<file path="src/rtl/arbitro_rr4_if.sv">
// Handshake bundle between the round-robin arbiter, the four requesters and the
// 4x1 datapath mux / consumer.
interface arbitro_rr4_if;
    // Handshake: a beat moves on a cycle where valido && pronto are both high.
    // valido never depends on pronto. ack[sel] marks that cycle for the winner.
    // A requester keeps req high and its data stable until it sees ack.
    logic [3:0] req;
    logic       pronto;
    logic [1:0] sel;
    logic [3:0] concessao;
    logic       valido;
    logic [3:0] ack;

    modport master (
        input  req,
        input  pronto,
        output sel,
        output concessao,
        output valido,
        output ack
    );

    modport slave (
        output req,
        output pronto,
        input  sel,
        input  concessao,
        input  valido,
        input  ack
    );
endinterface

</file>
<file path="src/rtl/arbitro_rr4.sv">
// Four-way round-robin arbiter driving the 4x1 mux select. A winner keeps the
// grant for up to MAX_RAJADA accepted beats, then priority moves past it.
module arbitro_rr4 #(
    parameter  int MAX_RAJADA = 4,
    localparam int CW         = $clog2(MAX_RAJADA + 1)
) (
    input  logic              clock,
    input  logic              reset,
    arbitro_rr4_if.master     bus,
    output logic              dbg_estado,
    output logic [1:0]        dbg_ptr,
    output logic [CW-1:0]     dbg_cont
);
    localparam logic [0:0]    OCIOSO    = 1'b0;
    localparam logic [0:0]    CONCEDIDO = 1'b1;
    localparam logic [CW-1:0] ULTIMO    = CW'(MAX_RAJADA - 1);

    logic [0:0]    estado;
    logic [1:0]    ptr;
    logic [1:0]    sel;
    logic [3:0]    concessao;
    logic [CW-1:0] cont;

    logic [7:0] req_dup;
    logic [3:0] req_rot;
    logic [1:0] desloc;
    logic [1:0] vencedor;
    logic       valido;
    logic       transfer;

    // Rotate so that bit 0 is the lane at ptr; the first set bit wins.
    assign req_dup = {bus.req, bus.req};
    assign req_rot = req_dup[ptr +: 4];

    always_comb begin
        desloc = 2'd3;
        if (req_rot[0])      desloc = 2'd0;
        else if (req_rot[1]) desloc = 2'd1;
        else if (req_rot[2]) desloc = 2'd2;
    end

    assign vencedor = ptr + desloc;
    assign valido   = (estado == CONCEDIDO) && bus.req[sel];
    // An edge with reset asserted never completes a beat.
    assign transfer = valido && bus.pronto && !reset;

    assign bus.valido    = valido;
    assign bus.ack       = transfer ? (4'b0001 << sel) : 4'b0000;
    assign bus.sel       = sel;
    assign bus.concessao = concessao;

    assign dbg_estado = estado;
    assign dbg_ptr    = ptr;
    assign dbg_cont   = cont;

    always_ff @(posedge clock) begin
        if (reset) begin
            estado    <= OCIOSO;
            ptr       <= 2'd0;
            sel       <= 2'd0;
            concessao <= 4'b0000;
            cont      <= '0;
        end else begin
            case (estado)
                OCIOSO: begin
                    if (bus.req != 4'b0000) begin
                        sel       <= vencedor;
                        concessao <= 4'b0001 << vencedor;
                        cont      <= '0;
                        estado    <= CONCEDIDO;
                    end
                end
                CONCEDIDO: begin
                    // Release on a dropped request or on the last beat of the burst.
                    if (!valido || (transfer && cont == ULTIMO)) begin
                        estado    <= OCIOSO;
                        ptr       <= sel + 2'd1;
                        concessao <= 4'b0000;
                        cont      <= '0;
                    end else if (transfer) begin
                        cont <= cont + 1'b1;
                    end
                end
                default: estado <= OCIOSO;
            endcase
        end
    end
endmodule

</file>
<file path="src/flat_wrapper.sv">
// flat-port wrapper written by rule: the top's interface ports become plain ports
module arbitro_rr4_flat 
#(
    parameter  int MAX_RAJADA = 4,
    localparam int CW         = $clog2(MAX_RAJADA + 1)
)
  (clock, reset, dbg_estado, dbg_ptr, dbg_cont, bus_req, bus_pronto, bus_sel, bus_concessao, bus_valido, bus_ack);
  arbitro_rr4_if bus_i ();
  input  logic clock;
  input  logic reset;
  output logic dbg_estado;
  output logic [1:0] dbg_ptr;
  output logic [CW-1:0] dbg_cont;
  input wire logic [$bits(bus_i.req)-1:0] bus_req;
  input wire logic [$bits(bus_i.pronto)-1:0] bus_pronto;
  output wire logic [$bits(bus_i.sel)-1:0] bus_sel;
  output wire logic [$bits(bus_i.concessao)-1:0] bus_concessao;
  output wire logic [$bits(bus_i.valido)-1:0] bus_valido;
  output wire logic [$bits(bus_i.ack)-1:0] bus_ack;
  assign bus_i.req = bus_req;
  assign bus_i.pronto = bus_pronto;
  assign bus_sel = bus_i.sel;
  assign bus_concessao = bus_i.concessao;
  assign bus_valido = bus_i.valido;
  assign bus_ack = bus_i.ack;
  arbitro_rr4 #(.MAX_RAJADA(MAX_RAJADA)) u_core (.clock(clock), .reset(reset), .bus(bus_i), .dbg_estado(dbg_estado), .dbg_ptr(dbg_ptr), .dbg_cont(dbg_cont));
endmodule
</file>
<file path="config.mk">
export PLATFORM = sky130hd
export DESIGN_NAME = arbitro_rr4_flat
export DESIGN_NICKNAME = d
export VERILOG_FILES = /design/src/rtl/arbitro_rr4_if.sv /design/src/rtl/arbitro_rr4.sv /design/src/flat_wrapper.sv
export SDC_FILE = /design/constraint.sdc
export NUM_CORES = 1
export LEC_CHECK = 0
export ABC_AREA = 1
export CELL_PAD_IN_SITES_DETAIL_PLACEMENT = 0
export CELL_PAD_IN_SITES_GLOBAL_PLACEMENT = 1
export CORE_MARGIN = 4
export CORE_UTILIZATION = 29
export DETAILED_ROUTE_END_ITERATION = 7
export PLACE_DENSITY = 0.8
export SLEW_MARGIN = 40
export SYNTH_ARGS = -nofsm -noshare
export SYNTH_HDL_FRONTEND = slang
export SYNTH_SLANG_ARGS = --single-unit
</file>
<file path="constraint.sdc">
create_clock -name clock -period 1.5 [get_ports clock]
set_input_delay 0.3 -clock clock [delete_from_list [all_inputs] [get_ports clock]]
set_output_delay 0.3 -clock clock [all_outputs]
set_load 0.05 [all_outputs]
</file>
# Word-level counts from Yosys, hierarchy flattened
# Cells that the tools add are included.
word_totals:
  regBits: 12
  in_bits: 7
  out_inout_bits: 17
  elab_cells: 45
classes:
  add_sub_neg: 3
  order_cmp: 1
  eq_ne: 4
  shift: 3
  mux: 16
  bitwise_logic: 1
  n_reduce_logical: 12
ops:
  columns: ["operator", "n"]
  rows:
  - ["$mux W4", 3]
  - ["$mux W3", 3]
  - ["$pmux W4 S2", 1]
  - ["$reduce_and A2 Y1", 4]
  - ["$shiftx A8 B3 Y3", 1]
  - ["$shl A1 B2 Y4 const A", 2]
  - ["$pmux W3 S2", 1]
  - ["$logic_and A1 B1 Y1", 4]
  - ["$mux W1", 4]
  - ["$mux W2", 2]
  - ["$reduce_bool A4 Y1", 1]
  - ["$add A3 B1 Y3 const B", 1]
  - ["$eq A3 B2 Y1 const B", 1]
  - ["$lt A2 B3 Y1 const B", 1]
  - ["$ne A3 B3 Y1 const B", 1]
  - ["$add A2 B1 Y2 const B", 1]
  - ["$add A2 B2 Y2", 1]
  - ["$bmux W1 S2", 1]
  - ["$logic_not A1 Y1", 2]
  - ["$ne A2 B1 Y1 const B", 1]
  - ["$ne A2 B2 Y1 const B", 1]
  - ["$pmux W1 S2", 1]
  - ["$logic_or A1 B1 Y1", 1]
  - ["$not A1 Y1", 1]

# Logic depth before layout (Yosys ltp)
logic_depth:
  word_depth: 9
  depth_mapped: 11
  mapped_depth_nobuf: 11

# Least setup slack after synthesis
# No wires, ideal clock.
synth_timing:
  path_type: "reg2out"
  startpoint: "reg u_core.sel[0] (netlist: u_core.bus.sel[0])"
  endpoint: "out bus_ack[0]"
  arrival_time_ns: 2.516
  required_ns: 1.200
  setup_slack_ns: -1.316
  stages_incl_launch_ff: 7
  n_path_buf: 0
  path_cell_list: "dfxtp_1 -> inv_2 -> nand2_2 -> nand3_1 -> a21oi_2 -> nand3_1 -> nor2_1"
synth_between:
  elab_chain_cells: 6
  word_cells_on_any_way: 7
  cone_classes: "shift: 1; mux: 3; reduce/logical: 3"
synth_lines:
  columns: ["item", "line_no", "source"]
  rows:
  - ["from (decl)", "arbitro_rr4.sv:20", "logic [1:0] sel;"]
  - ["from (signal assigned)", "arbitro_rr4.sv:67", "sel <= vencedor;"]
  - ["$bmux W1 S2", "arbitro_rr4.sv:43", "assign valido = (estado == CONCEDIDO) && bus.req[sel];"]
  - ["$mux W1 (implied by the code)", "arbitro_rr4.sv:43", null]
  - ["$logic_and A1 B1 Y1", "arbitro_rr4.sv:43", null]
  - ["net bus_valido", "flat_wrapper.sv:18", "output wire logic [$bits(bus_i.valido)-1:0] bus_valido;"]
  - ["$logic_and A1 B1 Y1 (2 in a row)", "arbitro_rr4.sv:45", "assign transfer = valido && bus.pronto && !reset;"]
  - ["$mux W4", "arbitro_rr4.sv:48", "assign bus.ack = transfer ? (4'b0001 << sel) : 4'b0000;"]
  - ["to (decl)", "flat_wrapper.sv:19", "output wire logic [$bits(bus_i.ack)-1:0] bus_ack;"]
# The timed path passes the listed nets, and every way through them passes these cells. The select of a mux whose other input is x is not followed.

# Final worst setup path
layout_timing:
  startpoint: "reg u_core.sel[0] (netlist: u_core.bus.sel[0])"
  endpoint: "out bus_ack[2]"
layout_between:
  elab_chain_cells: 6
  word_cells_on_any_way: 7
  cone_classes: "shift: 1; mux: 3; reduce/logical: 3"
layout_lines:
  columns: ["item", "line_no"]
  rows:
  - ["$bmux W1 S2", "arbitro_rr4.sv:43"]
  - ["$mux W1 (implied by the code)", "arbitro_rr4.sv:43"]
  - ["$logic_and A1 B1 Y1", "arbitro_rr4.sv:43"]
  - ["$logic_and A1 B1 Y1 (2 in a row)", "arbitro_rr4.sv:45"]
  - ["$mux W4 (*)", "arbitro_rr4.sv:48"]
# Every way passes the cells marked *; elsewhere a longest branch is shown, timed or not. The select of a mux whose other input is x is not followed.

==> results <==
-- what timing repair did --
item                                    in CTS  in global routing
buffers inserted                             3                  3
endpoints found under the setup margin      16                 16
resized for setup                           18                 29
hold buffers                                 0                  0
pin swaps                                   13                 16
-- how the worst max path moves through the flow --
stage / start / end / slack, ns / depth (start not counted)
floorplan: u_core.bus.sel[0]$_SDFFE_PP0P_ / bus_ack[0] / -0.41 / 4
global placement: bus_req[3] / bus_ack[0] / -0.52 / 8
detailed placement: bus_req[2] / u_core.bus.concessao[1]$_SDFFE_PP0P_ / -0.54 / 10
CTS: u_core.bus.sel[0]$_SDFFE_PP0P_ / bus_ack[2] / -0.32 / 6
global route: u_core.bus.sel[0]$_SDFFE_PP0P_ / bus_ack[2] / -0.42 / 7
finish: u_core.bus.sel[0]$_SDFFE_PP0P_ / bus_ack[2] / -0.31 / 6
-- state kept, by name (all words and copies together) (netlist names) --
name	flops
u_core.bus.concessao	4
u_core.dbg_cont	3
u_core.bus.sel	2
u_core.dbg_ptr	2
u_core.dbg_estado	1
-- cells by family (layout without fill, tap and decap cells) --
kind of cell               after synthesis  after routing
buffers and inverters                   20             70
DFF                                     12             12
AOI/OAI and AO/OA                       23             23
adders and majority gates                7              7
and+or+nand+nor                         57             57
-- placed cells by master, fill, tap and decap left out, types with 2 or more instances in the layout --
cell / count
buf_12: 17
nand3_4: 5
dfxtp_4: 3
nand2_2: 11
inv_4: 5
nor2_1: 8
buf_4: 23
a21oi_1: 6
clkdlybuf4s50_1: 2
ha_1: 6
a21oi_2: 4
clkbuf_4: 3
nand3_2: 4
dlygate4sd2_1: 4
nand4_1: 2
inv_2: 2
nor2_4: 7
dfxtp_1: 4
dfxtp_2: 5
inv_1: 12
nand2_1: 5
o21ai_2: 7
nand2_4: 6
nand3_1: 9
-- power groups by stage --
stage | sequential [mW] | combinational, mW | clock (mW)
finish | 0.457 | 1.21 | 0.201
detailed placement | 0.455 | 0.989 | 0
CTS | 0.451 | 1.06 | 0.209
global route | 0.466 | 1.29 | 0.231
floorplan | 0.619 | 0.369 | 0
global placement | 0.454 | 0.971 | 0
-- critical path: stages, from the launching register on --
cell      delay (ns)
dfxtp_4         0.37
nand2_2         0.05
o211ai_1        0.16
a21oi_4         0.22
nand3_4         0.15
nor2_4          0.14
buf_12          0.14
-- routing by layer --
layer | up-vias | global-route usage | share of wire
met3 | 4 | 0.0210 | 0.030
met2 | 15 | 0.258 | 0.55
met4 | 0 | 0.0526 | 0.015
met1 | 450 | 0.186 | 0.41
met5 | - | 0 | 0
li1 | 496 | - | -
-- cell type report --
cell class,count,area share
Multi-Input combinational cell,87,0.434
Timing Repair Buffer,47,0.332
Sequential cell,12,0.148
Inverter,19,0.0481
Tap cell,31,0.0223
Clock buffer,3,0.0129
Clock inverter,1,0.00215
-- stage by stage --
stage | TNS (ns) | hold WS, ns | total power, mW | area (um^2)
2_1_floorplan | -1.81 | 0.544 | 0.988 | 921
3_3_place_gp | -7.05 | 0.512 | 1.43 | 1500
3_5_place_dp | -7.62 | 0.520 | 1.44 | 1500
4_1_cts | -1.84 | 0.539 | 1.72 | 1600
5_1_grt | -3.11 | 0.584 | 1.99 | 1740
6_report | -1.83 | 0.539 | 1.87 | 1740
-- cells in the mapped netlist --
cell      count
nand3_2       2
inv_2         3
nor2_1       15
clkinv_1      1
o21ai_0       2
o21ai_1       6
nand2_2      10
o211ai_1      1
o31ai_1       1
nand3_1      16
o21bai_4      1
buf_2         1
nand2_1      12
dfxtp_1      12
a211oi_1      1
ha_1          7
a21oi_1      10
a21oi_2       1
inv_1        15
nand4_1       2
==> flow_summary_export.csv <==
group,metric,value,unit
outcome,status,"complete, but fails checks",
outcome,failed_checks,"setup timing",
floorplan,rows,19,
place,place_ws,-0.545,ns
clock_network,cts_tree,"built",
floorplan,die_w,61.2,um
timing,post-route-period-util,1.21,
timing,worst_pin_slew,0.366,ns
grt,overflow,0,
route,drt-total-wl,2.64,mm
route,route.detailed.drc,0,
logic_synthesis,syn_nets,133,
power_and_ir_drop,vdd_ir_drop_max,0.000811,V
clock_network,clk_pin_slew,0.08,ns
power_and_ir_drop,internal_power,1.03,mW
logic_synthesis,synth_compound_area_frac,0.171,
layout,final_core_util,0.638,
clock_network,clockBufferDepth,2,
layout,antenna_cells,0,
grt,grt_start_max_net_pins,9,
worst_hold_path,hold_path.class,"flop to flop",
route,drtIter0Drc,9,
place,detailed_place_hpwl,1.91,mm
grt,antenna_found_initial,0,
grt,grt_pass1_wl,4.32,mm
grt,first_global_vias,1043,
timing,maxSlewViolCount,0,
worst_setup_path,worstPathRequired,1.20,ns
power_and_ir_drop,cellPowerDensity,1070,nW/um^2
logic_synthesis,synth_xor_area_frac,0,
place,place_inst,191,
power_and_ir_drop,p_sw_frac,0.450,
worst_hold_path,hold_end,"u_core.bus.concessao[0]$_SDFFE_PP0P_",
worst_setup_path,critical_path_class,"flop to output pin",
logic_synthesis,ys_seq_area_frac,0.293,
worst_setup_path,rrSetupSlack,-0.08,ns
timing,period_needed,1.81,ns
logic_synthesis,yosys-top-cells-area,"dfxtp_1 29%, ha_1 11%, nand3_1 9.8%, nand2_2 7.6%, inv_1 6.9%",
route,dr.pass1.iters,2,
worst_setup_path,crit_path_start_kind,"flop",
route,postRouteAntennaNets,0,
floorplan,ioPinCount,24,
worst_setup_path,critPathArrivalTime,1.51,ns
logic_synthesis,yosys.area_share.adder,0.107,
logic_synthesis,synth_top_family_by_area,"simple AND/OR/NAND/NOR gates",
timing,finalSetupViolations,10,
layout,drive_gt1_frac,0.639,
power_and_ir_drop,power.leakage,0.729,nW
worst_hold_path,hold_depth,2,
logic_synthesis,synth_cell_type_count,20,
floorplan,start_util,0.300,
power_and_ir_drop,p_seq_frac,0.245,
timing,rsz0062_at_grt,"yes",
timing,finalWorstSetupSlack,-0.313,ns
logic_synthesis,synth-seq-cells,12,
timing,relSlewSlack,0.755,
timing,hold_violations,0,
layout,regArea,258,um^2
grt,grt_usage,0.149,
floorplan,core_region_area,2730,um^2
clock_network,cts_made_buffers,3,
worst_setup_path,path_max_fanout,5,
layout,area_delta_synth_final,112,%
place,port_buffers,23,
layout,multi_input_comb_area,757,um^2
worst_setup_path,timing.rr.start,"u_core.dbg_ptr[0]$_SDFFE_PP0P_",
logic_synthesis,synth_warnings,0,
route,wl_per_cell,13.2,um
floorplan,dieArea,3750,um^2
power_and_ir_drop,clockPowerShare,0.108,
worst_hold_path,hp-start,"u_core.bus.concessao[0]$_SDFFE_PP0P_",
logic_synthesis,synthMuxAreaShare,0,
layout,instances_no_fill,200,
logic_synthesis,synth_area_leader_cell,"dfxtp_1",
logic_synthesis,netlist_area,821,um^2
layout,nFillCells,224,
worst_setup_path,crit_path_end_kind,"output pin",
power_and_ir_drop,p_sw,842,uW
clock_network,cts-root-buf,"clkbuf_4",
clock_network,clock-sinks,12,
logic_synthesis,synthSimpleGateAreaFrac,0.337,
place,gp_congestion,0.801,
route,vias,965,
logic_synthesis,synth_top_area_frac,0.293,
clock_network,clk_latency,0.27,ns
clock_network,cts_max_level,1,
run,maxCapViolCount,0,
timing,clock_skew,0.00253,ns
timing,fmax,552,MHz
worst_setup_path,reg2reg_to,"u_core.bus.concessao[2]$_SDFFE_PP0P_",
logic_synthesis,synth_cells,119,
power_and_ir_drop,power_frac_comb,0.648,
floorplan,die_h,61.2,um
logic_synthesis,syn_area_per_cell,6.90,um^2
layout,final_nets,184,
route,vias_per_cell,4.83,
worst_setup_path,r2r_cells,10,
Note: power is estimated with default switching activity, not from simulation.
